## config.mk

```make
export PLATFORM = sky130hd
export DESIGN_NAME = pc_stack
export DESIGN_NICKNAME = d
export VERILOG_FILES = /design/src/rtl/pc_pkg.sv /design/src/rtl/ret_stack.sv /design/src/rtl/pc_stack.sv
export SDC_FILE = /design/constraint.sdc
export NUM_CORES = 1
export LEC_CHECK = 0
export CAP_MARGIN = 20
export CORE_MARGIN = 2
export CORE_UTILIZATION = 57
export DETAILED_ROUTE_END_ITERATION = 8
export HOLD_SLACK_MARGIN = 0.03
export PLACE_DENSITY = 0.8
export SKIP_LAST_GASP = 1
export SYNTH_ARGS = -nofsm -noshare
export SYNTH_HDL_FRONTEND = slang
export SYNTH_SLANG_ARGS = --single-unit
```

## constraint.sdc

```tcl
create_clock -name clk -period 3.36 [get_ports clk]
set_clock_uncertainty 0.15 [all_clocks]
set_input_delay 0.672 -clock clk [delete_from_list [all_inputs] [get_ports clk]]
set_output_delay 0.672 -clock clk [all_outputs]
set_load 0.01 [all_outputs]
```

## src/rtl/pc_pkg.sv

```systemverilog
// rtl/pc_pkg.sv - shared types and helpers for the program counter block
package pc_pkg;

  // Widest program counter the helper arithmetic supports.
  localparam int unsigned PC_MAX_W = 32;

  typedef enum logic [2:0] {
    PC_HOLD,
    PC_INC,
    PC_JMP,
    PC_CALL,
    PC_RET
  } pc_sel_t;

  // Relative-jump adder. The low D bits of a plain add are the modulo-2^D
  // result whether or not the offset was sign-extended, so callers
  // zero-extend both operands and cast the result back to D bits.
  function automatic logic [PC_MAX_W-1:0] next_rel(input logic [PC_MAX_W-1:0] pc,
                                                   input logic [PC_MAX_W-1:0] off);
    return pc + off;
  endfunction

endpackage

```

## src/rtl/ret_stack.sv

```systemverilog
// rtl/ret_stack.sv - LIFO return-address stack with full/empty and error pulses
module ret_stack #(
  parameter int unsigned D      = 12,
  parameter int unsigned SDEPTH = 4
) (
  input  logic         clk_i,
  input  logic         reset_i,
  input  logic         push_i,
  input  logic         pop_i,
  input  logic [D-1:0] push_data_i,
  output logic [D-1:0] top_o,
  output logic         full_o,
  output logic         empty_o,
  output logic         overflow_o,
  output logic         underflow_o
);

  localparam int unsigned CW = $clog2(SDEPTH + 1);
  localparam int unsigned AW = $clog2(SDEPTH);

  logic [CW-1:0] count_q, count_d;
  logic [D-1:0]  mem_q [SDEPTH];
  logic          do_push, do_pop;

  assign full_o  = (count_q == CW'(SDEPTH));
  assign empty_o = (count_q == '0);

  // A pop always wins over a simultaneous push; the push is silently dropped.
  assign do_pop      = pop_i & ~empty_o;
  assign do_push     = push_i & ~pop_i & ~full_o;
  assign overflow_o  = push_i & ~pop_i & full_o;
  assign underflow_o = pop_i & empty_o;

  // Top entry sits one below the count; its value is meaningless when empty.
  assign top_o = mem_q[AW'(count_q - CW'(1))];

  // Next occupancy count.
  always_comb begin
    count_d = count_q;
    if (do_push) begin
      count_d = count_q + CW'(1);
    end else if (do_pop) begin
      count_d = count_q - CW'(1);
    end
  end

  // Occupancy register; contents are left untouched by reset.
  always_ff @(posedge clk_i) begin
    if (reset_i) begin
      count_q <= '0;
    end else begin
      count_q <= count_d;
    end
  end

  // Storage write at the current count slot.
  always_ff @(posedge clk_i) begin
    if (do_push) begin
      mem_q[AW'(count_q)] <= push_data_i;
    end
  end

endmodule

```

## src/rtl/pc_stack.sv

```systemverilog
// rtl/pc_stack.sv - fetch program counter with jumps, stall and call/return stack
module pc_stack
  import pc_pkg::*;
#(
  parameter int unsigned D        = 12,
  parameter int unsigned SDEPTH   = 4,
  parameter logic [D-1:0] RESET_PC = '0
) (
  input  logic         clk,
  input  logic         reset,
  input  logic         stall,
  input  logic         jump_en,
  input  logic         jump_rel,
  input  logic [D-1:0] target,
  input  logic         call_en,
  input  logic         ret_en,
  output logic [D-1:0] prog_ctr,
  output logic         stack_full,
  output logic         stack_empty,
  output logic         stack_err
);

  pc_sel_t      sel;
  logic [D-1:0] prog_ctr_q, prog_ctr_d;
  logic [D-1:0] pc_inc, jmp_dest, stk_top;
  logic         err_q, err_d;
  logic         push, pop, ovf, udf;

  assign pc_inc   = prog_ctr_q + D'(1);
  assign jmp_dest = jump_rel ? D'(next_rel(PC_MAX_W'(prog_ctr_q), PC_MAX_W'(target)))
                             : target;

  // Priority decode of the control inputs; reset is handled in the registers.
  always_comb begin
    sel = PC_INC;
    if (stall) begin
      sel = PC_HOLD;
    end else if (ret_en) begin
      sel = PC_RET;
    end else if (call_en) begin
      sel = PC_CALL;
    end else if (jump_en) begin
      sel = PC_JMP;
    end
  end

  // Next program counter, stack requests and sticky error.
  always_comb begin
    prog_ctr_d = prog_ctr_q;
    push       = 1'b0;
    pop        = 1'b0;
    case (sel)
      PC_HOLD: prog_ctr_d = prog_ctr_q;
      PC_INC:  prog_ctr_d = pc_inc;
      PC_JMP:  prog_ctr_d = jmp_dest;
      PC_CALL: begin
        prog_ctr_d = jmp_dest;
        push       = 1'b1;
      end
      PC_RET: begin
        pop        = 1'b1;
        prog_ctr_d = stack_empty ? pc_inc : stk_top;
      end
      default: prog_ctr_d = prog_ctr_q;
    endcase
    err_d = err_q | ovf | udf;
  end

  // Program counter and sticky error registers.
  always_ff @(posedge clk) begin
    if (reset) begin
      prog_ctr_q <= RESET_PC;
      err_q      <= 1'b0;
    end else begin
      prog_ctr_q <= prog_ctr_d;
      err_q      <= err_d;
    end
  end

  ret_stack #(
    .D      (D),
    .SDEPTH (SDEPTH)
  ) u_ret_stack (
    .clk_i       (clk),
    .reset_i     (reset),
    .push_i      (push),
    .pop_i       (pop),
    .push_data_i (pc_inc),
    .top_o       (stk_top),
    .full_o      (stack_full),
    .empty_o     (stack_empty),
    .overflow_o  (ovf),
    .underflow_o (udf)
  );

  assign prog_ctr  = prog_ctr_q;
  assign stack_err = err_q;

endmodule

```

Word level (Yosys, flattened, before mapping)
Memories as Yosys holds them, arrays and structs flattened.
Index checks and enable logic that the tools add are counted.
{"block": "totals", "reg_bits": 16, "ram_bits": 48, "input_bits": 19, "out_inout_bits": 15, "elab_cells": 40, "memories": 1}
{"block": "op_classes", "n_addsub": 4, "n_eq_ne": 5, "n_mux": 13, "bitwise_logic": 10, "reduce_logical": 4}
{"memory": "u_ret_stack.mem_q", "depth": 4, "width": 12, "read_ports": 1, "rd_clocked_by_memory_dff": 0, "write_ports": 1, "line_no": "ret_stack.sv:22", "source": "logic [D-1:0] mem_q [SDEPTH];"}
{"op": "$pmux 12 s3", "n": 1}
{"op": "$mux 12", "n": 2}
{"op": "$add 12x1->12 const B", "n": 1}
{"op": "$add 12x12->12", "n": 1}
{"op": "$mux 3", "n": 4}
{"op": "$eq 3x2->1 const B", "n": 2}
{"op": "$eq 3x3->1 const B", "n": 2}
{"op": "$and 1x1->1", "n": 5}
{"op": "$mux 1", "n": 4}
{"op": "$mux 2", "n": 2}
{"op": "$add 3x1->3 const B", "n": 1}
{"op": "$eq 3x1->1 const B", "n": 1}
{"op": "$logic_not 3->1", "n": 1}
{"op": "$not 1->1", "n": 3}
{"op": "$reduce_bool 3->1", "n": 1}
{"op": "$sub 3x1->3 const B", "n": 1}
{"op": "$or 1x1->1", "n": 2}
{"op": "$reduce_bool 2->1", "n": 1}
{"op": "$reduce_or 2->1", "n": 1}

Logic depth before layout (Yosys ltp)
Gate-level depths: netlist of the first run.
{"block": "depth", "ltp_word": 11, "depth_mapped": 10, "depth_no_buf": 9}

Cells and area by module
A second synthesis of the first run with hierarchy kept.
{"block": "unflattened", "cells_unflattened": 330, "area_unflattened_um2": 3783.6}
{"mod": "ret_stack", "n_inst": 1, "cells_each": 98, "area_per_inst_um2": 2055.7, "seq_area_each_um2": 1501.4}
{"mod": "pc_stack", "n_inst": 1, "cells_each": 232, "area_per_inst_um2": 1727.9, "seq_area_each_um2": 260.2}

Least setup slack after synthesis of the first run
OpenSTA, ideal clock, no wires.
{"block": "synth_timing", "kind": "register -> register", "start": "register u_ret_stack.count_q[0]", "end": "register prog_ctr_q[8], in the netlist prog_ctr[8]", "setup_ps": 124, "t_arrival_ps": 2391, "required_time_ps": 3086, "slack_ps": 695, "stages_incl_launch_ff": 9, "n_path_buf": 2, "period_less_slack_ps": 2665, "path_cell_list": "dfxtp_1 -> buf_4 -> inv_1 -> ha_1 -> clkbuf_1 -> mux4_2 -> a221o_1 -> o31ai_1 -> a21oi_1"}
{"block": "synth_via", "elab_chain_cells": 4, "elab_cells_between_ends": 5, "classes_between": "1 x add/sub; 2 x mux; 1 x reduce/logical; 1 x memory"}
{"item": "from (decl)", "line_no": "ret_stack.sv:21", "source": "logic [CW-1:0] count_q, count_d;"}
{"item": "from (signal assigned)", "line_no": "ret_stack.sv:52", "source": "count_q <= count_d;"}
{"item": "$sub 3x1->3", "line_no": "ret_stack.sv:35", "source": "assign top_o = mem_q[AW'(count_q - CW'(1))];"}
{"item": "$mem_v2 4x12"}
{"item": "$mux 12 *", "line_no": "pc_stack.sv:62", "source": "prog_ctr_d = stack_empty ? pc_inc : stk_top;"}
{"item": "$pmux 12 s3 *", "line_no": "pc_stack.sv:52", "source": "case (sel)"}
{"item": "to (signal assigned)", "line_no": "pc_stack.sv:75", "source": "prog_ctr_q <= prog_ctr_d;"}
{"item": "to (decl)", "line_no": "pc_stack.sv:24", "source": "logic [D-1:0] prog_ctr_q, prog_ctr_d;"}
Every way passes the cells marked *; elsewhere a longest branch is shown, timed or not.
A chain may end at the register's enable or synchronous reset.

Final worst setup path of the first run
{"block": "layout_timing", "start": "input port target[0]", "end": "register prog_ctr_q[10], in the netlist prog_ctr[10]"}
{"block": "layout_via", "elab_chain_cells": 3}
{"item": "from (decl)", "line_no": "pc_stack.sv:14", "source": "input logic [D-1:0] target,"}
{"item": "$add 12x12->12", "line_no": "pc_pkg.sv:20", "source": "return pc + off;"}
{"item": "$mux 12", "line_no": "pc_stack.sv:30", "source": "assign jmp_dest = jump_rel ? D'(next_rel(PC_MAX_W'(prog_ctr_q), PC_MAX_W'(target)))"}
{"item": "$pmux 12 s3", "line_no": "pc_stack.sv:52"}
No other way between the ends.

==> results of run 1 <==
-- synthesized netlist by cell type, types with 5 or more instances --
library cell	number	area, µm²
o211ai_1	5	37.5
and2_1	7	43.8
nor3_1	7	35.0
ha_1	18	225
dfxtp_1	16	320
a221oi_1	8	70.1
xnor2_1	13	114
nand2_1	23	86.3
clkbuf_1	5	18.8
edfxtp_1	48	1440
o21ai_0	6	30.0
a21oi_1	21	105
mux4_2	12	270
nor2_1	14	52.6
inv_1	19	71.3
-- routing by layer --
| layer | vias to the layer above | global-route usage, % |
|---|---|---|
| li1 | 1250 | - |
| met1 | 1296 | 34.7 |
| met2 | 136 | 42.4 |
| met3 | 25 | 4.77 |
| met4 | 0 | 11.0 |
| met5 | - | 0 |
-- power by group --
part,internal (mW),total [mW],switching [mW]
clock,0.438,0.739,0.300
combinational,0.189,0.410,0.220
sequential,0.885,0.913,0.0281
total,1.51,2.06,0.549
-- layout make-up --
class                      instances  area [µm²]  area share (%)
inverter                          19        71.3            1.68
clock inverter                     5        81.3            1.92
timing repair buffer              48         443            10.4
sequential                        64        1760            41.5
tap                               75        93.8            2.21
multi-input combinational        204        1650            38.9
clock buffer                      11         141            3.33
-- state kept, by name, indices dropped and copies added (netlist names) --
name and flops:
u_ret_stack.mem_q 48, stack_err 1, prog_ctr 12, u_ret_stack.count_q 3
-- per-stage QoR --
stage	hold WS [ns]	std cells	setup WS [ns]	cell area [µm²]	util, %
after floorplan	0.355	298	0.695	3550	-
after global placement	0.301	410	0.190	4020	67.5
after detailed placement	0.352	410	0.151	4020	67.5
after CTS	0.360	426	0.491	4250	71.3
after global routing	0.366	426	0.263	4250	71.3
final	0.353	426	0.430	4250	71.3
-- worst max path at each step --
| stage | from | to | cells after the start |
|---|---|---|---|
| 6_report | target[0] | prog_ctr[10] | 10 |
| 5_1_grt | target[0] | prog_ctr[10] | 10 |
| 3_5_place_dp | target[0] | prog_ctr[10] | 10 |
| 2_1_floorplan | u_ret_stack.count_q[0] | prog_ctr[8] | 8 |
| 4_1_cts | target[0] | prog_ctr[10] | 10 |
| 3_3_place_gp | target[0] | prog_ctr[10] | 10 |
-- worst min-delay path: cells and delay by family, from the launching register on --
| kind | cells | cell delay [ns] |
|---|---|---|
| flip-flops | 1 | 0.31 |
| AND/OR/NAND/NOR | 2 | 0.15 |
-- cell families after synthesis --
group	Yosys count	synth area share, %
and+or+nand+nor	84	13.3
DFF	64	49.6
adders and majority gates	19	6.91
buffers and inverters	30	3.81
xor gates and xnor gates	15	3.70
muxes	18	9.38
AOI/OAI and AO/OA	68	13.3
==> results.yml, run 1 <==
setup_path:
  start_kind: "input pin"
  crit_type: "in2reg"
  required_ns: 3.48
  ff2ff_setup_slack_ns: 0.79
  reg2reg_from: "prog_ctr[0]"
  r2r_end: "prog_ctr[10]"
  critPathCaptureType: "register"
  critPathSlowestCell: "clkdlybuf4s50_1"
  slowest_delay_ns: 0.50
  worstPathMaxFanout: 3
  path_buf_inv: 2
  worst_r2r_path_depth: 9
  crit_family: "compound AO/OA/AOI/OAI gates"
  path_cells: "clkdlybuf4s50_1, ha_1, inv_1, fa_1, nor2b_1, o21ai_1, a21boi_0, o21ai_0, o21a_1, o211ai_1"
  cp.arrival_ns: 3.05
logic_synthesis:
  synthesis.area_mm2: 0.00355
  async_flop_share_pct: 0
  syn-num-nets: 336
  ys_warn_count: 0
  ys_ff_latch: 64
  synth_edf_count: 48
  synth_cells: 298
  avgSynthCellArea_um2: 11.9
  synth_cell_types: 55
  synth_seq_area_share_pct: 49.6
  synthFlopType: "edfxtp_1"
sta:
  finalSetupViolCount: 0
  timing.final.crit_period_ns: 2.93
  finalHoldViolCount: 0
  maxSlewHeadroom_pct: 52.0
  fmax_mhz: 341
  drv_slew: 0
  fin_tns_setup_ns: 0
  worstMarginPinSlew_ns: 0.718
  grt_setup_unrepaired: "false"
  period_share_pct: 87.2
placed_design:
  dpl.hpwl_mm: 6.34
  place_congestion: 0.889
  io_buffer_count: 33
status:
  status: "completed"
route:
  vias_per_cell: 6.35
  drt_wl_total_mm: 8.68
  drtIter0Drc: 290
  vias: 2707
  drc: 0
  dr_wl_met2_mm: 4.19
  first_pass_iters: 5
  dr.max_layer_used: "met4"
  antenna_left: 0
  wl_per_cell_um: 20.4
  met3WireLength_um: 611
  wirelength_met1_mm: 3.61
floorplanning:
  rows: 28
  ioPinCount: 34
  core-area_mm2: 0.00596
  initial_core_util_pct: 59.6
  die_x_um: 82.9
  dieArea_mm2: 0.00687
  fp.dieH_um: 82.9
cells_and_area:
  final_nets: 384
  syn_to_final_growth_pct: 19.6
  layout-drive-gt1-share_pct: 15.1
  layout_commonest_cell: "edfxtp_1"
  fillers: 405
  final_cell_mix: "48 x edfxtp_1, 33 x clkdlybuf4s50_1, 23 x nand2_1"
  num_antenna_cells: 0
clock_network:
  cts_resized: 0
  cts.sinks: 64
  clockBufferDepth: 2
  cts_tree: "yes"
  clk_latency_ns: 0.34
  h-tree-depth: 3
  cts_hold_buf: 0
  cts_buffers: 9
  clockRootBuffer: "clkbuf_8"
  post-cts-setup-buffers: 0
  path_clk_slew_ns: 0.07
min_path:
  whs_path_depth: 2
  hold_start: "stack_err"
  min_to: "stack_err"
  hp-class: "reg2reg"
power_and_ir_drop:
  ir_drop_v: 0.000295
  leakagePower_nw: 1.51
  power_mw: 2.06
  powerDensity_mw_per_mm2: 486
global_route:
  grtUsageTotal_pct: 26.1
  grt_max_degree: 15
  grt_pass1_wl_mm: 14.0
  grt_pass1_vias: 2762
  antenna_found_initial: 0
  gr-total-overflow: 0
run:
  cap_violations: 0
Note: power is estimated with default switching activity, not from simulation.
==> run 2: changes to the inputs <==
--- a/config.mk
+++ b/config.mk
@@ -9,8 +9,10 @@
 export CORE_MARGIN = 2
 export CORE_UTILIZATION = 57
 export DETAILED_ROUTE_END_ITERATION = 8
+export DONT_BUFFER_PORTS = 1
+export GPL_TIMING_DRIVEN = 0
 export HOLD_SLACK_MARGIN = 0.03
-export PLACE_DENSITY = 0.8
+export PLACE_DENSITY = 0.72
 export SKIP_LAST_GASP = 1
 export SYNTH_ARGS = -nofsm -noshare
 export SYNTH_HDL_FRONTEND = slang
==> constraint.sdc (replaced) <==
create_clock -name clk -period 2.95 [get_ports clk]
set_clock_uncertainty 0.15 [all_clocks]
set_input_delay 0.59 -clock clk [delete_from_list [all_inputs] [get_ports clk]]
set_output_delay 0.59 -clock clk [all_outputs]
set_load 0.01 [all_outputs]
==> run 2 against run 1 <==
Net effect: register-to-register slack worse by 0.61 ns; first-iteration DRC count fell by 6.9%; sequential share of layout area increased by 4.1 points; count of clock-buffer cells in the layout unchanged.
==> results.yml, run 2 (synthesis results as in run 1) <==
floorplanning:
  die_x_um: 82.9
  fp.dieH_um: 82.9
  initial_core_util_pct: 59.6
  core-area_mm2: 0.00596
  dieArea_mm2: 0.00687
  ioPinCount: 34
  rows: 28
clock_network:
  cts_resized: 8
  cts.sinks: 64
  h-tree-depth: 3
  clockRootBuffer: "clkbuf_8"
  clk_latency_ns: 0.34
  post-cts-setup-buffers: 0
  cts_hold_buf: 0
  clockBufferDepth: 2
  cts_buffers: 9
  path_clk_slew_ns: 0.07
  cts_tree: "yes"
sta:
  period_share_pct: 93.9
  finalSetupViolCount: 0
  timing.final.crit_period_ns: 2.77
  fmax_mhz: 361
  grt_setup_unrepaired: "true"
  drv_slew: 0
  maxSlewHeadroom_pct: 50.4
  worstMarginPinSlew_ns: 0.738
  finalHoldViolCount: 0
  worst_slack_ns: 0.180
setup_path:
  start_kind: "register"
  slowest_delay_ns: 0.44
  worstPathMaxFanout: 10
  critPathSlowestCell: "dfxtp_2"
  cp.arrival_ns: 2.80
  path_cells: "buf_4, inv_1, ha_2, clkbuf_4, mux4_2, a221o_1, a21oi_1, a221oi_1"
  required_ns: 2.98
  critPathCaptureType: "register"
  crit_type: "reg2reg"
route:
  vias_per_cell: 6.40
  antenna_left: 0
  drtIter0Drc: 270
  wl_per_cell_um: 20.7
  drc: 0
  drt_wl_total_mm: 8.06
  first_pass_iters: 4
  vias: 2488
placed_design:
  io_buffer_count: 0
  post-place-ws_ns: -0.351
  dp_cells: 373
  dpl.hpwl_mm: 5.93
  place_congestion: 0.906
cells_and_area:
  layout-drive-gt1-share_pct: 16.2
  final_cell_mix: "48 x edfxtp_1, 23 x nand2_1, 21 x a21oi_1"
  final_nets: 347
  instances_no_fill: 389
  largest_reg_flops: 48
  num_antenna_cells: 0
  fillers: 478
  layout_commonest_cell: "edfxtp_1"
  regMostFlops: "u_ret_stack.mem_q"
  syn_to_final_growth_pct: 8.99
power_and_ir_drop:
  leakagePower_nw: 1.35
  powerDensity_mw_per_mm2: 561
  ir_drop_v: 0.000456
min_path:
  hp-class: "in2reg"
status:
  status: "completed"
global_route:
  grt_pass1_wl_mm: 12.9
  grt_max_degree: 15
  grt_pass1_vias: 2467
  gr-total-overflow: 0
  grtUsageTotal_pct: 24.7
  antenna_found_initial: 0
run:
  cap_violations: 0
[run 2: layout make-up]
cell class / count / area, µm² / share of cell area (%)
multi-input combinational: 204 / 1680 / 43.3
clock buffer: 11 / 141 / 3.65
tap: 75 / 93.8 / 2.43
clock inverter: 5 / 56.3 / 1.46
buffer: 11 / 67.6 / 1.75
sequential: 64 / 1760 / 45.6
inverter: 19 / 71.3 / 1.84
[run 2: per-stage QoR]
stage	hold WS (ns)	power, mW	utilization, %	TNS [ns]	cell area, µm²
CTS	0.159	2.18	64.8	0	3860
detailed placement	0.388	1.45	61.2	-15.06	3640
finish	0.177	2.17	65.0	0	3870
global route	0.157	2.27	65.0	-0.000456	3870
global placement	0.388	1.44	61.2	-10.42	3640
floorplan	0.355	1.35	-	0	3550
[run 2: power breakdown]
group	switching, mW	internal (mW)	total (mW)
logic	0.224	0.164	0.387
registers	0.0425	1.01	1.05
clock network	0.322	0.412	0.734
[run 2: routing by layer]
metal  part of all wire, %  wire (µm)  vias to the layer above  global-route usage, %
li1                      -          -                     1172                      -
met1                    43       3450                     1222                   33.4
met2                    47       3800                       84                   38.3
met3                   9.0        725                       10                   9.44
met4                   1.1         88                        0                   5.37
met5                     0          0                        -                      0
[run 2: worst paths after layout]
kind / start / endpoint / slack (ns) / cells past startpoint
max: u_ret_stack.count_q[0] / prog_ctr[7] / 0.18 / 8
max reg2reg: u_ret_stack.count_q[0] / prog_ctr[7] / 0.18 / 8
min reg2reg: stack_err / stack_err / 0.39 / 2
min: reset / prog_ctr[9] / 0.18 / 1
[run 2: worst max-delay path, delay by kind of cell (launching register included)]
kind / cells / cell delay (ns)
compound gates: 3 / 0.58
mux: 1 / 0.34
fa+ha+maj: 1 / 0.42
buf+inv: 3 / 0.69
flops: 1 / 0.44
